$ cat src/rtl/synth_pkg.sv
// Shared types and sizing for the tone synthesis voice path.
package synth_pkg;

    localparam int unsigned MIN_DIV_DEFAULT = 256;
    localparam int unsigned DIV_W           = 16;
    localparam int unsigned SAMPLE_W        = 8;

    typedef enum logic [1:0] {
        WAVE_SQUARE = 2'b00,
        WAVE_SAW    = 2'b01,
        WAVE_TRI    = 2'b10,
        WAVE_MUTE   = 2'b11
    } wave_t;

    typedef enum logic {
        OSC_IDLE,
        OSC_RUN
    } osc_state_t;

endpackage

$ cat src/rtl/tone_oscillator_if.sv
// Voice control in, audio sample and period status out.
interface tone_oscillator_if;
    import synth_pkg::*;

    logic                en;
    logic [DIV_W-1:0]    divider;
    logic [1:0]          wave_sel;
    logic [SAMPLE_W-1:0] sample;
    logic                period_start;
    logic                active;

    modport master (
        output en, divider, wave_sel,
        input  sample, period_start, active
    );

    modport slave (
        input  en, divider, wave_sel,
        output sample, period_start, active
    );

endinterface

$ cat src/rtl/phase_ramp.sv
// Period counter with a fractional accumulator producing ramp = floor(256*cnt/act_div).
module phase_ramp
    import synth_pkg::*;
(
    input  logic                clk,
    input  logic                rst,
    input  logic                clear,
    input  logic                step,
    input  logic [DIV_W-1:0]    act_div,
    output logic [SAMPLE_W-1:0] ramp,
    output logic                first,
    output logic                last
);

    logic [DIV_W-1:0]    cnt;
    logic [DIV_W-1:0]    acc;
    logic [SAMPLE_W-1:0] ramp_q;
    logic [DIV_W:0]      acc_sum;
    logic                wrap;

    // acc holds 256*cnt mod act_div; act_div >= 256 bounds each ramp step to 1
    assign acc_sum = {1'b0, acc} + (DIV_W+1)'(256);
    assign wrap    = acc_sum >= {1'b0, act_div};

    always_ff @(posedge clk or posedge rst) begin
        if (rst) begin
            cnt    <= '0;
            acc    <= '0;
            ramp_q <= '0;
        end else if (clear) begin
            cnt    <= '0;
            acc    <= '0;
            ramp_q <= '0;
        end else if (step) begin
            cnt <= cnt + DIV_W'(1);
            if (wrap) begin
                acc    <= DIV_W'(acc_sum - {1'b0, act_div});
                ramp_q <= ramp_q + SAMPLE_W'(1);
            end else begin
                acc    <= DIV_W'(acc_sum);
            end
        end
    end

    assign ramp  = ramp_q;
    assign first = (cnt == '0);
    assign last  = (cnt == act_div - DIV_W'(1));

endmodule

$ cat src/rtl/tone_oscillator.sv
// Single-voice oscillator: divider-driven period, square/saw/triangle decode.
module tone_oscillator
    import synth_pkg::*;
#(
    parameter int unsigned         MIN_DIV     = MIN_DIV_DEFAULT,
    parameter logic [SAMPLE_W-1:0] SILENCE_LVL = 8'd0
) (
    input  logic             clk,
    input  logic             rst,
    tone_oscillator_if.slave bus
);

    osc_state_t          state;
    osc_state_t          state_nxt;
    logic [DIV_W-1:0]    act_div;
    logic [DIV_W-1:0]    act_div_nxt;
    logic                clear;
    logic                step;
    logic                div_ok;
    logic [SAMPLE_W-1:0] ramp;
    logic                first;
    logic                last;
    logic [SAMPLE_W-1:0] tri_c;
    logic [SAMPLE_W-1:0] sample_c;

    assign div_ok = bus.divider >= DIV_W'(MIN_DIV);

    phase_ramp u_phase_ramp (
        .clk     (clk),
        .rst     (rst),
        .clear   (clear),
        .step    (step),
        .act_div (act_div),
        .ramp    (ramp),
        .first   (first),
        .last    (last)
    );

    always_ff @(posedge clk or posedge rst) begin
        if (rst) begin
            state   <= OSC_IDLE;
            act_div <= '0;
        end else begin
            state   <= state_nxt;
            act_div <= act_div_nxt;
        end
    end

    // New dividers are only latched at a period boundary so note changes never glitch
    always_comb begin
        state_nxt   = state;
        act_div_nxt = act_div;
        clear       = 1'b1;
        step        = 1'b0;
        case (state)
            OSC_IDLE: begin
                if (bus.en && div_ok) begin
                    state_nxt   = OSC_RUN;
                    act_div_nxt = bus.divider;
                end
            end
            OSC_RUN: begin
                if (!bus.en) begin
                    state_nxt = OSC_IDLE;
                end else if (last) begin
                    if (div_ok) begin
                        act_div_nxt = bus.divider;
                    end else begin
                        state_nxt = OSC_IDLE;
                    end
                end else begin
                    clear = 1'b0;
                    step  = 1'b1;
                end
            end
            default: state_nxt = OSC_IDLE;
        endcase
    end

    assign tri_c = {ramp[SAMPLE_W-2:0], 1'b0};

    always_comb begin
        sample_c = SILENCE_LVL;
        if (state == OSC_RUN) begin
            case (wave_t'(bus.wave_sel))
                WAVE_SQUARE: sample_c = ramp[SAMPLE_W-1] ? 8'h00 : 8'hFF;
                WAVE_SAW:    sample_c = ramp;
                WAVE_TRI:    sample_c = ramp[SAMPLE_W-1] ? ~tri_c : tri_c;
                WAVE_MUTE:   sample_c = SILENCE_LVL;
                default:     sample_c = SILENCE_LVL;
            endcase
        end
    end

    assign bus.sample       = sample_c;
    assign bus.period_start = (state == OSC_RUN) && first;
    assign bus.active       = (state == OSC_RUN);

endmodule

$ cat src/flat_wrapper.sv
// flat-port wrapper written by rule: the top's interface ports become plain ports
module tone_oscillator_flat import synth_pkg::*;
#(
    parameter int unsigned         MIN_DIV     = MIN_DIV_DEFAULT,
    parameter logic [SAMPLE_W-1:0] SILENCE_LVL = 8'd0
)
  (clk, rst, bus_en, bus_divider, bus_wave_sel, bus_sample, bus_period_start, bus_active);
  tone_oscillator_if bus_i ();
  input  logic clk;
  input  logic rst;
  input wire logic [$bits(bus_i.en)-1:0] bus_en;
  input wire logic [$bits(bus_i.divider)-1:0] bus_divider;
  input wire logic [$bits(bus_i.wave_sel)-1:0] bus_wave_sel;
  output wire logic [$bits(bus_i.sample)-1:0] bus_sample;
  output wire logic [$bits(bus_i.period_start)-1:0] bus_period_start;
  output wire logic [$bits(bus_i.active)-1:0] bus_active;
  assign bus_i.en = bus_en;
  assign bus_i.divider = bus_divider;
  assign bus_i.wave_sel = bus_wave_sel;
  assign bus_sample = bus_i.sample;
  assign bus_period_start = bus_i.period_start;
  assign bus_active = bus_i.active;
  tone_oscillator #(.MIN_DIV(MIN_DIV), .SILENCE_LVL(SILENCE_LVL)) u_core (.clk(clk), .rst(rst), .bus(bus_i));
endmodule
$ cat config.mk
export PLATFORM = sky130hd
export DESIGN_NAME = tone_oscillator_flat
export DESIGN_NICKNAME = d
export VERILOG_FILES = /design/src/rtl/synth_pkg.sv /design/src/rtl/tone_oscillator_if.sv /design/src/rtl/phase_ramp.sv /design/src/rtl/tone_oscillator.sv /design/src/flat_wrapper.sv
export SDC_FILE = /design/constraint.sdc
export NUM_CORES = 1
export LEC_CHECK = 0
export CORE_MARGIN = 2
export CORE_UTILIZATION = 45
export DETAILED_ROUTE_END_ITERATION = 10
export GPL_TIMING_DRIVEN = 0
export PLACE_DENSITY = 0.66
export SLEW_MARGIN = 10
export SYNTH_ARGS = -nofsm -noshare
export SYNTH_HDL_FRONTEND = slang
export SYNTH_HIERARCHICAL = 1
export SYNTH_SLANG_ARGS = --single-unit
$ cat constraint.sdc
create_clock -name clk -period 4.3 [get_ports clk]
set_input_delay 1.29 -clock clk [delete_from_list [all_inputs] [get_ports clk]]
set_output_delay 1.29 -clock clk [all_outputs]
set_load 0.05 [all_outputs]
==> flow_metrics.py, run 1 <==
metrics = {
    "run_status": {
        "outcome": "completed",
    },
    "power": {
        "ir_worst_vdd_mv": 0.2273,
        "pwr_density_cell_mw_per_mm2": 281.6,
        "p_leak_uw": 0.002242,
        "comb_power_share": 0.254,
        "power.share.clock": 0.341,
        "power.internal_uw": 1021,
        "design_power_total_uw": 1484,
        "switching_share": 0.3118,
        "netsw_uw": 462.6,
        "share_seq_of_total_power": 0.405,
    },
    "drt": {
        "number_of_nets_still_failing_antenna_checks_after_routing": 0,
        "initialDrtViolationCount": 271,
        "drt_drc_violations_left": 0,
        "vias": 4011,
        "wl_per_cell_um": 16.70,
        "avgViaCountPerCell": 5.714,
        "routed_wirelength_mm": 11.73,
        "drt_pass1_iterations": 4,
    },
    "synthesis": {
        "netlist_area_mm2": 0.004521,
        "flip_flop_and_latch_count_after_synthesis": 57,
        "syn_nets": 563,
        "post-synth-top-area-cell": "sky130_fd_sc_hd__dfrtp_1",
        "synth-warning-count": 6,
        "synthFlopType": "sky130_fd_sc_hd__dfrtp_1",
        "yosys.cell_count.top_type": "sky130_fd_sc_hd__dfrtp_1",
        "synth.yosys.seq_area_share": 0.3155,
        "netlist-cell-type-count": 67,
        "synth-edff-count": 0,
        "synth.top_cells.by_area": "sky130_fd_sc_hd__dfrtp_1, sky130_fd_sc_hd__xnor2_1, sky130_fd_sc_hd__ha_1",
        "post-synth-top-area-fraction": 0.3155,
        "ys_async_sr_fraction": 1.000,
        "syn-mean-instance-area_um2": 8.693,
        "syn_inst": 520,
        "synth_top_cells_by_count": "sky130_fd_sc_hd__dfrtp_1, sky130_fd_sc_hd__nand2_1, sky130_fd_sc_hd__nor2_1",
    },
    "worst_hold_path": {
        "hold_path.class": "flip-flop to flip-flop",
        "hold_path.startpoint": "u_core/act_div[14]",
    },
    "floorplan": {
        "io_pins": 31,
        "core_mm2": 0.009774,
        "die-area_mm2": 0.01086,
        "die_h_um": 104.2,
        "die-width_um": 104.2,
        "placementRows": 36,
        "initial_utilization": 0.4625,
    },
    "sta": {
        "tightestPinTransition_ns": 0.6913,
        "setup_skew_after_layout_ns": 0.008077,
        "timing.fmax_mhz": 237.5,
        "fin_tns_setup_ns": 0,
        "final_worst_path_period_share": 0.9794,
        "finalHoldViolCount": 0,
        "max-slew-margin-rel": 0.5386,
        "final.min_clock_period_ns": 4.211,
        "fin_hold_ws_ns": 0.5154,
        "setup_violations": 0,
        "report.final.slew_viol_count": 0,
        "rsz0062_at_grt": "no",
    },
    "cells_and_area": {
        "n_fill_cell": 951,
        "regArea_mm2": 0.001426,
        "fin_nets": 608,
        "multi_input_area_mm2": 0.002910,
        "syn2layout_area_growth_pct": 16.55,
        "utilization": 0.5390,
        "post_route_cells_drive_above_1_share": 0.1388,
        "n_antenna_cell": 0,
    },
    "setup_path": {
        "startpoint_type": "input port",
        "crit-reg2reg-launch": "u_core/act_div[0]",
        "crit_path_start": "bus_wave_sel[0]",
        "largest_fanout_of_any_net_on_the_critical_path": 10,
        "setup.worst_path.end_class": "output pin",
        "worst_ep_required_time_ns": 3.01,
        "data_arrival_time_of_the_worst_path_ns": 2.92,
        "timing.setup.critical_path_class": "input port to output pin",
    },
    "clocking": {
        "cts.sinks": 57,
        "clockBufferDepth": 2,
        "cts.clk_slew.worst_paths_ns": 0.06,
        "cts-root-buf": "sky130_fd_sc_hd__clkbuf_8",
        "cts_tree": "built",
        "insertion_delay_ns": 0.34,
        "cts_htree_levels": 3,
        "total_clock_buffers_created_by_cts": 9,
    },
    "global_route": {
        "first_global_vias": 3970,
        "grt_use_total": 0.2215,
        "grt_antenna_before_repair": 0,
        "grt_pass1_wl_mm": 19.51,
        "global_route.overflow_total": 0,
        "grt_max_degree": 37,
    },
    "placed_design": {
        "replace_congestion": 0.8946,
        "place.port_buffers": 29,
        "place.detailed.hpwl_mm": 8.792,
    },
    "job": {
        "max_cap_viol_count": 0,
    },
}
-- stage by stage --
step                area [µm²]  std cells  setup slack (ns)
floorplan                 4521        520            0.2814
detailed placement        4997        683           -0.7225
finish                    5269        702           0.08876
global route              5269        702          0.004089
global placement          4977        682           -0.6828
CTS                       5220        697          0.003918
-- area by class of cell --
type	instances	share of cell area
buffer	24	0.02446
sequential	57	0.2707
tap	133	0.03158
clock buffer	12	0.02945
multi-input combinational	407	0.5524
timing repair buffer	35	0.06174
inverter	31	0.02209
clock inverter	3	0.007599
-- worst paths after layout --
kind,to,slack [ns],cells past startpoint
worst max-delay path,bus_sample[0],0.09,6
worst min-delay path,u_core/act_div[14],0.52,1
worst max register to register,u_core/u_phase_ramp/cnt[14],0.27,17
worst min register to register,u_core/act_div[14],0.52,1
max in group asynchronous,u_core/act_div[12],2.44,2
min in group asynchronous,u_core/u_phase_ramp/acc[3],1.18,2
-- worst max-delay path: stages --
cell and delay [ns]:
sky130_fd_sc_hd__clkdlybuf4s50_1 0.49, sky130_fd_sc_hd__clkbuf_1 0.32, sky130_fd_sc_hd__a21oi_1 0.12, sky130_fd_sc_hd__o22ai_1 0.19, sky130_fd_sc_hd__and2_1 0.15, sky130_fd_sc_hd__clkdlybuf4s15_2 0.36
-- power by group through the flow --
stage | Combinational, µW | Clock, µW | Sequential, µW
2_1_floorplan | 272 | 0 | 598
3_3_place_gp | 356 | 0 | 607
3_5_place_dp | 367 | 0 | 608
4_1_cts | 371 | 513 | 599
5_1_grt | 414 | 543 | 605
6_report | 377 | 506 | 601
-- routing by layer --
layer  vias to the layer above  share of wire  track usage  routed length (µm)
met4                         0          0.019      0.07046                 221
met1                      1945           0.46       0.2994                5393
met3                        16          0.048      0.04073                 558
met2                       106           0.47       0.3600                5552
met5                         -              0            0                   0
li1                       1944              -            -                   -
-- cells by family (layout without fill, tap and decap cells) --
family / Yosys count / in the layout / share of synthesized area
flip-flops: 57 / 57 / 0.3155
XOR/XNOR: 58 / 58 / 0.1124
multiplexers: 27 / 27 / 0.07528
buffers and inverters: 56 / 105 / 0.05259
AO/OA/AOI/OAI: 103 / 103 / 0.1506
adder cells (fa/ha/maj): 22 / 22 / 0.06255
AND/OR/NAND/NOR: 197 / 197 / 0.2311
-- sequential cells by signal, indices dropped and copies added (netlist names) --
| signal | flops |
|---|---|
| u_core/act_div | 16 |
| u_core/u_phase_ramp/ramp | 8 |
| u_core/u_phase_ramp/cnt | 16 |
| u_core/bus.active | 1 |
| u_core/u_phase_ramp/acc | 16 |
-- cells in the final DEF, fill, tap and decap left out, types with 7 or more instances in the layout --
cell                              instances
sky130_fd_sc_hd__inv_1                   28
sky130_fd_sc_hd__a31oi_1                  7
sky130_fd_sc_hd__xor2_1                  21
sky130_fd_sc_hd__nand3_1                 20
sky130_fd_sc_hd__mux2_4                  11
sky130_fd_sc_hd__nor2b_1                 16
sky130_fd_sc_hd__clkbuf_8                11
sky130_fd_sc_hd__nor4_1                  10
sky130_fd_sc_hd__o21ai_0                 27
sky130_fd_sc_hd__nand2_1                 42
sky130_fd_sc_hd__nor2_1                  42
sky130_fd_sc_hd__clkbuf_1                10
sky130_fd_sc_hd__ha_1                    20
sky130_fd_sc_hd__a21oi_1                 28
sky130_fd_sc_hd__dfrtp_1                 57
sky130_fd_sc_hd__nand4_1                 14
sky130_fd_sc_hd__xnor2_1                 37
sky130_fd_sc_hd__mux2_2                   7
sky130_fd_sc_hd__clkbuf_2                10
sky130_fd_sc_hd__clkdlybuf4s50_1         21
sky130_fd_sc_hd__and3_1                   7
sky130_fd_sc_hd__nor3_1                  12
sky130_fd_sc_hd__and2_1                   8
-- timing repair --
item	CTS	global route
pin swaps	0	4
endpoints found under the setup margin	48	41
gates resized for setup	25	17
hold buffers	0	0
setup buffers	0	5
Note: power is estimated with default switching activity, not from simulation.
==> inputs of run 2 (changes only) <==
PLACE_DENSITY = not set   (was 0.66)
clock period = 4.19 ns   (was 4.3 ns; I/O delays follow)
==> run 2 against run 1 <==
Net effect:
- first-iteration DRC count fell by 10%
- setup slack better by 0.13 ns
- count of clock-buffer cells in the layout rose by 2
- critical path type unchanged
- largest power group unchanged
==> flow_metrics.py, run 2 (synthesis results as in run 1) <==
metrics = {
    "clocking": {
        "cts_hold_repair.buffers": 0,
        "cts_tree": "built",
        "cts-root-buf": "sky130_fd_sc_hd__clkbuf_8",
        "cts.sinks": 57,
        "insertion_delay_ns": 0.34,
        "clockBufferDepth": 2,
        "total_clock_buffers_created_by_cts": 9,
        "cts_htree_levels": 3,
        "cts.clk_slew.worst_paths_ns": 0.07,
    },
    "placed_design": {
        "place.detailed.hpwl_mm": 8.906,
        "replace_congestion": 0.8280,
        "post-place-ws_ns": -0.9715,
        "place.port_buffers": 29,
        "dp_cells": 683,
        "placedInstanceArea_mm2": 0.005005,
    },
    "sta": {
        "tightestPinTransition_ns": 0.7031,
        "setup_skew_after_layout_ns": 0.008982,
        "max-slew-margin-rel": 0.5308,
        "setup_violations": 0,
        "final.min_clock_period_ns": 3.969,
        "final_worst_path_period_share": 0.9472,
        "fin_hold_ws_ns": 0.5246,
        "report.final.slew_viol_count": 0,
        "finalHoldViolCount": 0,
        "timing.fmax_mhz": 252.0,
        "postLayoutSetupSlackWorst_ns": 0.2214,
        "rsz0062_at_grt": "no",
    },
    "setup_path": {
        "setup.worst_path.end_class": "output pin",
        "timing.setup.critical_path_class": "input port to output pin",
        "data_arrival_time_of_the_worst_path_ns": 2.71,
        "largest_fanout_of_any_net_on_the_critical_path": 7,
        "worst_ep_required_time_ns": 2.93,
        "startpoint_type": "input port",
        "cp_slowest_stage_delay_ns": 0.49,
        "slowest_stage": "sky130_fd_sc_hd__clkdlybuf4s50_1",
        "worstPathCellList": "clkdlybuf4s50_1 -> nor2b_1 -> clkbuf_2 -> nand2_1 -> o21ai_0 -> and2_1 -> clkdlybuf4s15_2",
        "worst-r2r-setup-slack_ns": 0.28,
    },
    "global_route": {
        "grt_pass1_wl_mm": 19.93,
        "global_route.overflow_total": 0,
        "first_global_vias": 3859,
        "grt_use_total": 0.2288,
        "grt_max_degree": 23,
        "grt_antenna_before_repair": 0,
    },
    "drt": {
        "routed_wirelength_mm": 12.02,
        "initialDrtViolationCount": 243,
        "avgViaCountPerCell": 5.683,
        "vias": 4012,
        "wl_per_cell_um": 17.03,
        "drt_drc_violations_left": 0,
        "number_of_nets_still_failing_antenna_checks_after_routing": 0,
        "drt_pass1_iterations": 5,
    },
    "floorplan": {
        "die_h_um": 104.2,
        "io_pins": 31,
        "initial_utilization": 0.4625,
        "placementRows": 36,
        "core_mm2": 0.009774,
        "die-area_mm2": 0.01086,
        "die-width_um": 104.2,
    },
    "cells_and_area": {
        "reg_top3": "u_core/act_div: 16 flops, u_core/u_phase_ramp/acc: 16 flops, u_core/u_phase_ramp/cnt: 16 flops",
        "multi_input_area_mm2": 0.002934,
        "highest_count_cells_in_the_layout_ignoring_fill_and_taps": "sky130_fd_sc_hd__dfrtp_1, sky130_fd_sc_hd__nand2_1, sky130_fd_sc_hd__nor2_1",
        "layout.cells.most_common": "sky130_fd_sc_hd__dfrtp_1",
        "finalInstanceArea_mm2": 0.005328,
        "fin_nets": 611,
        "post_route_cells_drive_above_1_share": 0.1501,
        "syn2layout_area_growth_pct": 17.85,
        "final-instance-count-excl-fill": 706,
        "n_fill_cell": 927,
        "n_antenna_cell": 0,
        "regArea_mm2": 0.001426,
    },
    "power": {
        "p_leak_uw": 0.002297,
        "ir_worst_vdd_mv": 0.1860,
        "pwr_density_cell_mw_per_mm2": 283.7,
    },
    "worst_hold_path": {
        "hold_path.class": "flip-flop to flip-flop",
    },
    "run_status": {
        "outcome": "completed",
    },
    "job": {
        "max_cap_viol_count": 0,
    },
}
==> run 2: area by class of cell <==
| class | count | area share |
|---|---|---|
| multi-input cells | 407 | 0.5507 |
| plain buffers | 24 | 0.02583 |
| well taps | 133 | 0.03124 |
| flip-flops and latches | 57 | 0.2677 |
| clock buffers | 14 | 0.03429 |
| inverters | 31 | 0.02255 |
| repair buffers | 38 | 0.06576 |
| clock inverters | 2 | 0.001879 |
==> run 2: report_power, final <==
group | switching (µW) | internal, µW
registers | 44.1 | 575
logic | 218 | 174
clock network | 223 | 278
total | 484 | 1030
==> run 2: critical path, delay by kind of cell <==
kind	cells	cell delay, ns
AND/OR/NAND/NOR	3	0.33
buffers and inverters	3	1.05
AO/OA/AOI/OAI	1	0.07
==> run 2: path summary, 6_finish.rpt <==
check                           cells past startpoint                     endpoint                from
worst max register to register                     17  u_core/u_phase_ramp/cnt[14]   u_core/act_div[1]
worst min-delay path                                1           u_core/act_div[14]  u_core/act_div[14]
max in group asynchronous                           2           u_core/act_div[12]                 rst
worst min register to register                      1           u_core/act_div[14]  u_core/act_div[14]
min in group asynchronous                           2   u_core/u_phase_ramp/cnt[1]                 rst
worst max-delay path                                7                bus_sample[6]     bus_wave_sel[0]
==> run 2: stage by stage <==
step	TNS (ns)	util	total power, µW
global placement	-23.33	0.5092	992.2
finish	0	0.5451	1511
detailed placement	-27.21	0.5120	1004
global route	0	0.5451	1593
CTS	0	0.5379	1522
floorplan	0	-	892.7
==> run 2: timing repair <==
item | in CTS | in global routing
setup buffers | 1 | 7
resized for setup | 31 | 22
pin swaps | 3 | 6
setup endpoints to repair | 48 | 41
==> run 2: per-layer routing <==
metal,wire (µm),global-route usage,vias to the layer above
met5,0,0,-
met4,148,0.06178,0
met3,463,0.03947,10
met2,5788,0.3797,111
met1,5619,0.3089,1934
li1,-,-,1957
